$ cat config.mk
export PLATFORM = sky130hd
export DESIGN_NAME = lowampa_capture_ctrl
export DESIGN_NICKNAME = d
export VERILOG_FILES = /design/src/rtl/lowampa_capture_pkg.sv /design/src/rtl/lowampa_trig_counter.sv /design/src/rtl/lowampa_capture_ctrl.sv
export SDC_FILE = /design/constraint.sdc
export NUM_CORES = 1
export LEC_CHECK = 0
export CAP_MARGIN = 25
export CORE_MARGIN = 3
export CORE_UTILIZATION = 50
export DETAILED_ROUTE_END_ITERATION = 16
export PLACE_DENSITY = 0.87
export SYNTH_ARGS = -nofsm -noshare
export SYNTH_HDL_FRONTEND = slang
export SYNTH_SLANG_ARGS = --single-unit
export TNS_END_PERCENT = 20
$ cat constraint.sdc
create_clock -name aclk -period 3.6 [get_ports aclk]
set_clock_uncertainty 0.1 [all_clocks]
set_input_delay 0.9 -clock aclk [delete_from_list [all_inputs] [get_ports aclk]]
set_output_delay 0.9 -clock aclk [all_outputs]
set_load 0.05 [all_outputs]
$ cat src/rtl/lowampa_capture_pkg.sv
// lowampa_capture_pkg: shared state encoding and default widths for the capture controller.
package lowampa_capture_pkg;
  typedef enum logic [1:0] {
    RUN     = 2'd0,
    POST    = 2'd1,
    FROZEN  = 2'd2,
    HOLDOFF = 2'd3
  } capture_state_t;
  localparam int CAPTURE_CNT_W = 16;
  localparam int DEF_NBEAMS    = 2;
  localparam int DEF_POST_BITS = 16;
  localparam int DEF_TS_BITS   = 32;
endpackage

$ cat src/rtl/lowampa_trig_counter.sv
// lowampa_trig_counter: per-beam saturating accepted-trigger counters (used under LOWAMPA_CAPTURE_TRIGCOUNT_EN).
module lowampa_trig_counter
  import lowampa_capture_pkg::*;
#(
  parameter int NBEAMS = DEF_NBEAMS
) (
  input  logic                            clk,
  input  logic                            rst,
  input  logic [NBEAMS-1:0]               inc_i,
  output logic [NBEAMS*CAPTURE_CNT_W-1:0] count_o
);
  for (genvar i = 0; i < NBEAMS; i++) begin : g_cnt
    logic [CAPTURE_CNT_W-1:0] cnt_q;
    always_ff @(posedge clk or posedge rst)
      if (rst) cnt_q <= '0;
      else if (inc_i[i] && !(&cnt_q)) cnt_q <= cnt_q + CAPTURE_CNT_W'(1);
    assign count_o[i*CAPTURE_CNT_W +: CAPTURE_CNT_W] = cnt_q;
  end
endmodule

$ cat src/rtl/lowampa_capture_ctrl.sv
// lowampa_capture_ctrl: trigger-to-capture FSM with timestamped trigger records.
// Define LOWAMPA_CAPTURE_TRIGCOUNT_EN to add per-beam trigger counters on trig_count_o.
module lowampa_capture_ctrl
  import lowampa_capture_pkg::*;
#(
  parameter int NBEAMS    = DEF_NBEAMS,
  parameter int POST_BITS = DEF_POST_BITS,
  parameter int TS_BITS   = DEF_TS_BITS
) (
  input  logic                 aclk,
  input  logic                 aclk_rst,
  input  logic [NBEAMS-1:0]    trig_i,
  input  logic [NBEAMS-1:0]    trig_mask_i,
  input  logic                 force_i,
  input  logic [POST_BITS-1:0] posttrig_i,
  input  logic [POST_BITS-1:0] holdoff_i,
  input  logic                 auto_rearm_i,
  input  logic                 arm_i,
  input  logic                 capture_waiting,
  output logic                 capture_enable,
  output logic                 trig_valid_o,
  output logic [NBEAMS-1:0]    trig_beams_o,
  output logic                 trig_forced_o,
  output logic [TS_BITS-1:0]   trig_time_o,
  output logic [1:0]           state_o
`ifdef LOWAMPA_CAPTURE_TRIGCOUNT_EN
  ,
  output logic [NBEAMS*CAPTURE_CNT_W-1:0] trig_count_o
`endif
);
  capture_state_t state_q, state_d;
  logic [POST_BITS-1:0] cnt_q, cnt_d;
  logic [TS_BITS-1:0] ts_q, time_q, time_d;
  logic [NBEAMS-1:0] beams_q, beams_d, act;
  logic valid_q, valid_d, forced_q, forced_d, cap_en_q, cap_en_d, hit;
  always_comb begin
    act      = trig_i & trig_mask_i;
    hit      = (|act) | force_i;
    state_d  = state_q;
    cnt_d    = cnt_q;
    valid_d  = 1'b0;
    beams_d  = beams_q;
    forced_d = forced_q;
    time_d   = time_q;
    case (state_q)
      RUN: if (hit) begin
        state_d  = POST;
        cnt_d    = posttrig_i;
        valid_d  = 1'b1;
        beams_d  = act;
        forced_d = force_i;
        time_d   = ts_q;
      end
      POST: begin
        cnt_d   = (cnt_q == '0) ? '0 : cnt_q - POST_BITS'(1);
        state_d = (cnt_q == '0) ? FROZEN : POST;
      end
      FROZEN: if (capture_waiting && (auto_rearm_i || arm_i)) begin
        state_d = HOLDOFF;
        cnt_d   = holdoff_i;
      end
      default: begin
        cnt_d   = (cnt_q == '0) ? '0 : cnt_q - POST_BITS'(1);
        state_d = (cnt_q == '0) ? RUN : HOLDOFF;
      end
    endcase
    // registered so capture_enable never glitches on decode
    cap_en_d = (state_d != FROZEN);
  end
  always_ff @(posedge aclk or posedge aclk_rst)
    if (aclk_rst) begin
      state_q  <= RUN;
      cnt_q    <= '0;
      valid_q  <= 1'b0;
      beams_q  <= '0;
      forced_q <= 1'b0;
      time_q   <= '0;
      cap_en_q <= 1'b1;
      ts_q     <= '0;
    end else begin
      state_q  <= state_d;
      cnt_q    <= cnt_d;
      valid_q  <= valid_d;
      beams_q  <= beams_d;
      forced_q <= forced_d;
      time_q   <= time_d;
      cap_en_q <= cap_en_d;
      ts_q     <= ts_q + TS_BITS'(1);
    end
  assign capture_enable = cap_en_q;
  assign trig_valid_o   = valid_q;
  assign trig_beams_o   = beams_q;
  assign trig_forced_o  = forced_q;
  assign trig_time_o    = time_q;
  assign state_o        = state_q;
`ifdef LOWAMPA_CAPTURE_TRIGCOUNT_EN
  lowampa_trig_counter #(.NBEAMS(NBEAMS)) u_cnt (
    .clk    (aclk),
    .rst    (aclk_rst),
    .inc_i  (valid_q ? beams_q : '0),
    .count_o(trig_count_o)
  );
`endif
endmodule

==> results.cfg, run 1 <==
[outcome]
status = completed

[synth]
syn_area_per_cell_um2 = 10.1
async_flop_share_pct = 100
seq_area_frac_synth_pct = 53.8
synth_ff_type = dfrtp_1
netlist_area_um2 = 4050
synth_edf_count = 0
synth_warnings = 0
synthCells = 403
synth_cell_types = 52
synth_top_area_cell = dfrtp_1
synth.net_count = 448
netlist_top_cells_area = dfrtp_1 (53%), nand2_1 (10%), xnor2_1 (5.2%)
synth_top_area_share_pct = 53.1
ys_ff_latch = 87

[placed_design]
io_buffers = 80
gp_congestion = 0.866
dpl.hpwl_um = 6100

[critical_path]
crit_fanout = 15
arrival_ns = 3.10
r2r_cells = 4
rr_endpoint = cnt_q[13]$_DFFE_PP0P_
startpoint_type = primary input
r2r_start = state_o[1]$_DFF_PP0_
cp-end-kind = register
cp.required_ns = 3.75
path_class = primary input to register
r2r_slack_ns = 1.45

[sta]
tns_ns = 0
period_minus_slack_ns = 2.96
fin_crit_sh_pct = 82.1
finalMaxSlewViolations = 0
holdWs_ns = 0.379
fmax_mhz = 338
hold_viol_final = 0
slew_headroom_pct = 37.9
rsz0062_at_grt = no
setup_viol = 0
worst_pin_slew_ns = 0.930

[power]
leakagePower_nw = 2.34
powerDensity_nw_per_um2 = 352
ir_drop_mv = 0.244

[flow_run]
maxCapViolations = 0

[drt]
drcViolationCount = 0
wl_per_cell_um = 15.3
drt_iter0_drc = 136
vias = 3213
drt-total-wl_um = 9010
dr.pass1.iters = 4
drtAntennaViolNets = 0
viasPerCell = 5.46

[clock_network]
cts.sinks = 87
cts-root-buf = clkbuf_8
cts.clk_slew.worst_paths_ns = 0.09
hold_buffers = 0
cts_setup_buffers = 0
clock_path_buffers = 2
cts_resized = 0
cts_buffers = 9
insertion_delay_ns = 0.36
cts_tree = yes
cts_max_level = 3

[worst_hold_path]
hp-class = register to register
min_from = trig_time_o[19]$_DFFE_PP0P_
min_path_cells = 2
holdPathEnd = trig_time_o[19]$_DFFE_PP0P_

[die]
die_w_um = 96.0
dieArea_um2 = 9220
core-area_um2 = 7810
ios = 81
placementRows = 32
dieHeight_um = 96.0
start_util_pct = 51.9

[global_route]
grt_overflow = 0
grt_pass1_wl_um = 15000
antenna_found_initial = 0
track_usage_pct = 20.7
grt_max_degree = 88
grt_pass1_vias = 3243

[final_layout]
fillers = 612
area.growth.synth_to_final_pct = 26.5
antenna_cells = 0
layout-drive-gt1-share_pct = 7.41
nNetsFinal = 526
[area by class of cell]
cell class	count	area [um^2]	area share, %
flip-flops and latches	87	2180	42.5
multi-input cells	291	1730	33.7
repair buffers	82	828	16.2
clock buffers	10	128	2.49
well taps	102	128	2.49
clock inverters	6	93.8	1.83
inverters	10	38.8	0.757
[where the power goes]
part / internal, mW / switching (mW)
sequential: 0.976 / 0
combinational: 0.0436 / 0.0326
clock: 0.396 / 0.354
total: 1.42 / 0.386
[sequential cells by signal, summed over array words and instances (netlist names)]
signal and cells:
trig_forced_o 1, ts_q 32, trig_time_o 32, trig_beams_o 2
state_o 2, trig_valid_o 1, cnt_q 16, capture_enable 1
[worst max-delay path, stage by stage]
cell and delay [ns]:
clkdlybuf4s50_1 0.45, a221oi_2 0.35, or2_1 0.54, and3_1 0.50
a21oi_1 0.06, o2bb2a_1 0.31
[Yosys cell counts (all sizes together), types with 3 or more instances]
library cell / instances
o221a: 5
dfrtp: 86
nand4: 6
xor2: 7
o21a: 8
and4: 3
inv: 10
a31o: 4
o221ai: 10
and2: 4
o22a: 6
nand3: 16
nand2: 111
nor2: 19
o2bb2a: 4
xnor2: 24
nor3: 10
o21ai: 6
clkbuf: 8
ha: 3
a21oi: 14
buf: 7
and3: 7
[per-stage QoR]
| step | power (mW) | area, um^2 | utilization, % | setup WS (ns) | std cells |
|---|---|---|---|---|---|
| floorplan | 1.02 | 4050 | - | 0.351 | 403 |
| global placement | 1.07 | 4900 | 62.8 | 0.413 | 572 |
| detailed placement | 1.07 | 4900 | 62.8 | 0.300 | 572 |
| CTS | 1.82 | 5120 | 65.6 | 0.687 | 588 |
| global route | 1.86 | 5120 | 65.6 | 0.525 | 588 |
| finish | 1.80 | 5120 | 65.6 | 0.643 | 588 |
[cell families after synthesis]
family / Yosys count / synth area share [%]
simple gates: 188 / 21.3
fa+ha+maj: 3 / 0.927
flops: 87 / 53.8
mux: 2 / 0.494
buf+inv: 25 / 3.55
compound gates: 67 / 13.2
xor+xnor: 31 / 6.70
[cell usage in the layout (no fill, tap or decap), types with 2 or more instances in the layout]
| cell type | synthesis | final |
|---|---|---|
| a21oi_1 | 14 | 14 |
| a22o_1 | 2 | 2 |
| a31o_2 | 3 | 3 |
| and2_1 | 4 | 4 |
| and3_1 | 6 | 6 |
| and4_1 | 3 | 3 |
| bufinv_16 | 0 | 2 |
| clkbuf_8 | 0 | 9 |
| clkdlybuf4s50_1 | 0 | 80 |
| clkinv_4 | 0 | 2 |
| dfrtp_1 | 86 | 86 |
| ha_1 | 3 | 3 |
| inv_1 | 10 | 9 |
| mux2i_1 | 2 | 2 |
| nand2_1 | 111 | 111 |
| nand2b_1 | 2 | 2 |
| nand3_1 | 15 | 15 |
| nand4_1 | 6 | 6 |
| nor2_1 | 18 | 18 |
| nor3_1 | 9 | 9 |
| nor4_1 | 2 | 2 |
| o21a_1 | 8 | 8 |
| o21ai_0 | 6 | 6 |
| o221a_2 | 5 | 5 |
| o221ai_1 | 10 | 10 |
| o22a_1 | 6 | 6 |
| o2bb2a_1 | 4 | 4 |
| xnor2_1 | 24 | 24 |
| xor2_1 | 7 | 7 |
[metal layers]
metal | wire length (um) | vias up | global-route usage [%] | share of wire [%]
li1 | - | 1547 | - | -
met3 | 461 | 15 | 3.13 | 5.1
met1 | 3980 | 1556 | 26.7 | 44
met2 | 4380 | 95 | 34.7 | 49
met5 | 0 | - | 0 | 0
met4 | 183 | 0 | 9.24 | 2.0
[worst max path at each step]
stage / startpoint / end / slack [ns] / cells after the start
floorplan: aclk_rst / cnt_q[0]$_DFFE_PP0P_ / 0.35 / 1
global placement: trig_i[0] / cnt_q[7]$_DFFE_PP0P_ / 0.41 / 6
detailed placement: trig_i[0] / cnt_q[15]$_DFFE_PP0P_ / 0.30 / 6
CTS: trig_i[0] / cnt_q[13]$_DFFE_PP0P_ / 0.69 / 6
global route: trig_i[0] / cnt_q[15]$_DFFE_PP0P_ / 0.53 / 6
finish: trig_i[0] / cnt_q[13]$_DFFE_PP0P_ / 0.64 / 6
(Power assumes the default switching activity.)
==> run 2: changes to the inputs <==
--- a/config.mk
+++ b/config.mk
@@ -7,9 +7,9 @@
 export LEC_CHECK = 0
 export CAP_MARGIN = 25
 export CORE_MARGIN = 3
-export CORE_UTILIZATION = 50
+export CORE_UTILIZATION = 47
 export DETAILED_ROUTE_END_ITERATION = 16
-export PLACE_DENSITY = 0.87
+export PLACE_DENSITY = 0.86
 export SYNTH_ARGS = -nofsm -noshare
 export SYNTH_HDL_FRONTEND = slang
 export SYNTH_SLANG_ARGS = --single-unit
==> constraint.sdc (replaced) <==
create_clock -name aclk -period 2.7 [get_ports aclk]
set_clock_uncertainty 0.1 [all_clocks]
set_input_delay 0.675 -clock aclk [delete_from_list [all_inputs] [get_ports aclk]]
set_output_delay 0.675 -clock aclk [all_outputs]
set_load 0.05 [all_outputs]
==> run 2 against run 1 <==
Compared with the run above:
- global-route usage down 0.30 points
- hold slack gained 0.00096 ns
- register-to-register slack worse by 0.83 ns
- sequential share of layout area decreased by 0.26 points
- count of clock-buffer cells in the layout did not move
- combinational power up 43%
- largest power group unchanged
==> results.cfg, run 2 (synthesis gave the netlist of run 1 again) <==
[clock_network]
cts.sinks = 87
clock_path_buffers = 2
cts_buffers = 9
insertion_delay_ns = 0.36
cts_resized = 0
cts_max_level = 3
cts-root-buf = clkbuf_8
cts.clk_slew.worst_paths_ns = 0.09
hold_buffers = 0
cts_tree = yes
cts_setup_buffers = 0

[drt]
drt_iter0_drc = 141
dr.pass1.iters = 4
drt-total-wl_um = 9480
vias = 3302
drtAntennaViolNets = 0
met1Wirelength_um = 4140
wl_met3_um = 431
wl_met2_um = 4780
drcViolationCount = 0
wl_per_cell_um = 15.9
viasPerCell = 5.52
routed.top_layer = met4

[critical_path]
startpoint_type = register
cp.required_ns = 1.92
r2r_slack_ns = 0.62
crit_chain = clkdlybuf4s50_1
arrival_ns = 1.68
cpMaxStageDelayCell = clkdlybuf4s50_1
r2r_cells = 5
path_class = register to primary output
path_delay_family = buffers and inverters
cp-end-kind = primary output
cp_slowest_stage_delay_ns = 0.80
rr_endpoint = cnt_q[7]$_DFFE_PP0P_
crit_buf_inv = 1
r2r_start = state_o[0]$_DFF_PP0_
crit_fanout = 1

[placed_design]
post_dp_cell_area_um2 = 4970
dp.cells = 582
place_ws_ns = -0.0210
dpl.hpwl_um = 6820
gp_congestion = 0.878
io_buffers = 80

[power]
p_sw_uw = 550
p_clk_share_pct = 37.7
seqPwrFrac_pct = 57.5
p_int_mw = 1.72
ir_drop_mv = 0.284
switching_share_pct = 24.3
powerDensity_nw_per_um2 = 439
power_frac_comb_pct = 4.8
leakagePower_nw = 2.35
finalPower_mw = 2.27

[final_layout]
final_area_um2 = 5150
stdcell_count = 598
mostFrequentLayoutCell = nand2_1
layout-drive-gt1-share_pct = 8.72
fin_util_pct = 62.1
nNetsFinal = 533
antenna_cells = 0
fillers = 681
layout_common_cells = nand2_1 (111), dfrtp_1 (86), clkdlybuf4s50_1 (80)
area.growth.synth_to_final_pct = 27.2

[sta]
fmax_mhz = 408
fin_crit_sh_pct = 90.8
setup_viol = 0
slew_headroom_pct = 57.6
fin_ws_ns = 0.248
rsz0062_at_grt = no
finalMaxSlewViolations = 0
period_minus_slack_ns = 2.45
worst_pin_slew_ns = 0.634
hold_viol_final = 0

[global_route]
track_usage_pct = 20.4
grt_pass1_vias = 3524
antenna_found_initial = 0
grt_max_degree = 36
grt_pass1_wl_um = 16400
grt_overflow = 0

[die]
start_util_pct = 48.8
dieHeight_um = 98.8
placementRows = 33
core-area_um2 = 8300
ios = 81
die_w_um = 98.8
dieArea_um2 = 9770

[worst_hold_path]
hp-class = register to register
min_path_cells = 1
holdPathEnd = ts_q[31]$_DFF_PP0_
min_from = ts_q[31]$_DFF_PP0_

[outcome]
status = completed

[flow_run]
maxCapViolations = 0
-- run 2: cell count changes in the layout (fill, tap and decap cells not counted) --
cell and change:
inv_6 +1, buf_4 +6, bufinv_16 -2, clkinvlp_4 +1, buf_12 +1, inv_8 +1
clkinv_2 -1
-- run 2: metal layers --
layer / global-route usage (%) / vias to the layer above
li1: - / 1563
met3: 4.95 / 16
met2: 35.1 / 83
met4: 5.88 / 0
met5: 0 / -
met1: 25.8 / 1640
-- run 2: power by group through the flow --
stage,logic (mW),clock network (mW),registers (mW)
floorplan,0.0307,0,1.33
global placement,0.108,0,1.33
detailed placement,0.111,0,1.33
CTS,0.111,0.874,1.30
global route,0.119,0.934,1.30
finish,0.109,0.855,1.30
-- run 2: cell type report --
class                   count  area [um^2]  share of cell area, %
clock buffers              10          128                   2.48
clock inverters             6         53.8                   1.04
inverters                  10         41.3                  0.801
multi-input cells         291         1730                   33.5
flip-flops and latches     87         2180                   42.3
well taps                 105          131                   2.55
repair buffers             89          893                   17.3
-- run 2: how the worst max path moves through the flow --
stage	start	to	slack [ns]	depth (start not counted)
2_1_floorplan	state_o[1]$_DFF_PP0_	cnt_q[6]$_DFFE_PP0P_	0.61	7
3_3_place_gp	trig_i[0]	cnt_q[12]$_DFFE_PP0P_	0.07	7
3_5_place_dp	trig_i[0]	cnt_q[11]$_DFFE_PP0P_	-0.02	7
4_1_cts	capture_enable$_DFF_PP1_	capture_enable	0.22	1
5_1_grt	capture_enable$_DFF_PP1_	capture_enable	0.19	1
6_report	capture_enable$_DFF_PP1_	capture_enable	0.25	1
-- run 2: metrics by stage --
stage / hold WS (ns) / setup TNS, ns
CTS: 0.381 / 0
finish: 0.380 / 0
global placement: 0.359 / 0
detailed placement: 0.361 / -0.0328
floorplan: 0.341 / 0
global route: 0.385 / 0
==> run 3: changes to the inputs <==
--- a/config.mk
+++ b/config.mk
@@ -7,9 +7,9 @@
 export LEC_CHECK = 0
 export CAP_MARGIN = 25
 export CORE_MARGIN = 3
-export CORE_UTILIZATION = 47
+export CORE_UTILIZATION = 50
 export DETAILED_ROUTE_END_ITERATION = 16
-export PLACE_DENSITY = 0.86
+export PLACE_DENSITY = 0.87
 export SYNTH_ARGS = -nofsm -noshare
 export SYNTH_HDL_FRONTEND = slang
 export SYNTH_SLANG_ARGS = --single-unit
==> constraint.sdc (replaced) <==
create_clock -name aclk -period 3.13 [get_ports aclk]
set_clock_uncertainty 0.1 [all_clocks]
set_input_delay 0.7825 -clock aclk [delete_from_list [all_inputs] [get_ports aclk]]
set_output_delay 0.7825 -clock aclk [all_outputs]
set_load 0.05 [all_outputs]
==> run 3 against run 2 <==
Compared with the run above:
- combinational power is 17% lower
- hold slack worse by 0.0010 ns
- via count is 2.4% lower
- critical path depth stayed put
- worst setup slack better by 0.23 ns
- sequential power is 14% lower
- clock power is 6.9% lower
- highest routed layer unchanged
==> results.cfg, run 3 (synthesis gave the netlist of run 1 again) <==
[critical_path]
cp-end-kind = primary output
cp.required_ns = 2.25
r2r_slack_ns = 1.05
r2r_cells = 4
path_class = register to primary output
r2r_start = state_o[1]$_DFF_PP0_
crit_chain = clkdlybuf4s50_1
rr_endpoint = cnt_q[13]$_DFFE_PP0P_
startpoint = state_o[1]$_DFF_PP0_
arrival_ns = 1.77
path_delay_family = buffers and inverters
crit_fanout = 10
cp_slowest_stage_delay_ns = 0.87
startpoint_type = register
cpMaxStageDelayCell = clkdlybuf4s50_1
crit_buf_inv = 1

[clock_network]
cts.clk_slew.worst_paths_ns = 0.09
cts_buffers = 9
hold_buffers = 0
cts-root-buf = clkbuf_8
cts_setup_buffers = 0
cts.sinks = 87
clock_path_buffers = 2
cts_max_level = 3
cts_resized = 0
cts_tree = yes
insertion_delay_ns = 0.34

[power]
finalPower_mw = 2.01
switching_share_pct = 22.7
p_int_mw = 1.55
leakagePower_nw = 2.34
p_sw_uw = 456
seqPwrFrac_pct = 55.9
power_frac_comb_pct = 4.5
powerDensity_nw_per_um2 = 393
ir_drop_mv = 0.317
p_clk_share_pct = 39.6

[sta]
finalMaxSlewViolations = 0
slew_headroom_pct = 36.6
fin_crit_sh_pct = 84.8
hold_viol_final = 0
worst_pin_slew_ns = 0.951
period_minus_slack_ns = 2.65
fmax_mhz = 377
tns_ns = 0
holdWs_ns = 0.379
setup_viol = 0
fin_ws_ns = 0.477
rsz0062_at_grt = no

[worst_hold_path]
min_path_cells = 1
min_from = ts_q[31]$_DFF_PP0_
hp-class = register to register
holdPathEnd = ts_q[31]$_DFF_PP0_

[final_layout]
layout_common_cells = nand2_1 (111), dfrtp_1 (86), clkdlybuf4s50_1 (80)
nNetsFinal = 527
fin_util_pct = 65.5
area.growth.synth_to_final_pct = 26.3
mostFrequentLayoutCell = nand2_1
stdcell_count = 589
final_area_um2 = 5110
layout-drive-gt1-share_pct = 7.80
fillers = 600
antenna_cells = 0

[die]
core-area_um2 = 7810
ios = 81
die_w_um = 96.0
start_util_pct = 51.9
dieArea_um2 = 9220
placementRows = 32
dieHeight_um = 96.0

[global_route]
grt_pass1_wl_um = 15200
grt_pass1_vias = 3285
track_usage_pct = 21.0
grt_overflow = 0
antenna_found_initial = 0
grt_max_degree = 88

[placed_design]
place_ws_ns = 0.241
dp.cells = 573
dpl.hpwl_um = 6420
gp_congestion = 0.837
io_buffers = 80
post_dp_cell_area_um2 = 4910

[drt]
drt_iter0_drc = 87
drcViolationCount = 0
wl_per_cell_um = 15.4
viasPerCell = 5.47
vias = 3222
drt-total-wl_um = 9080
drtAntennaViolNets = 0
dr.pass1.iters = 4

[flow_run]
maxCapViolations = 0

[outcome]
status = completed
==> run 3: metal layers <==
layer	wire length [um]	part of all wire (%)	track usage [%]
met1	3970	44	27.2
met2	4490	49	35.3
met3	469	5.2	4.07
met4	148	1.6	7.35
met5	0	0	0
==> run 3: layout make-up <==
cell class | instances | area [um^2] | share of cell area [%]
clock buffer | 9 | 124 | 2.42
clock inverter | 7 | 78.8 | 1.54
inverter | 10 | 41.3 | 0.807
multi-input combinational | 291 | 1730 | 33.8
sequential | 87 | 2180 | 42.6
tap | 102 | 128 | 2.50
timing repair buffer | 83 | 836 | 16.3
==> run 3: how the worst max path moves through the flow <==
stage                            end  cells after the start  slack (ns)
2_1_floorplan   cnt_q[5]$_DFFE_PP0P_                      7        0.97
3_3_place_gp   cnt_q[13]$_DFFE_PP0P_                      6        0.34
3_5_place_dp   cnt_q[13]$_DFFE_PP0P_                      6        0.24
4_1_cts                   state_o[1]                      1        0.46
5_1_grt                   state_o[1]                      1        0.39
6_report                  state_o[1]                      1        0.48
==> run 3: power groups by stage <==
stage / combinational, mW / sequential (mW) / clock (mW)
2_1_floorplan: 0.0265 / 1.15 / 0
3_3_place_gp: 0.0896 / 1.15 / 0
3_5_place_dp: 0.0913 / 1.15 / 0
4_1_cts: 0.0921 / 1.12 / 0.812
5_1_grt: 0.0978 / 1.12 / 0.863
6_report: 0.0901 / 1.12 / 0.796
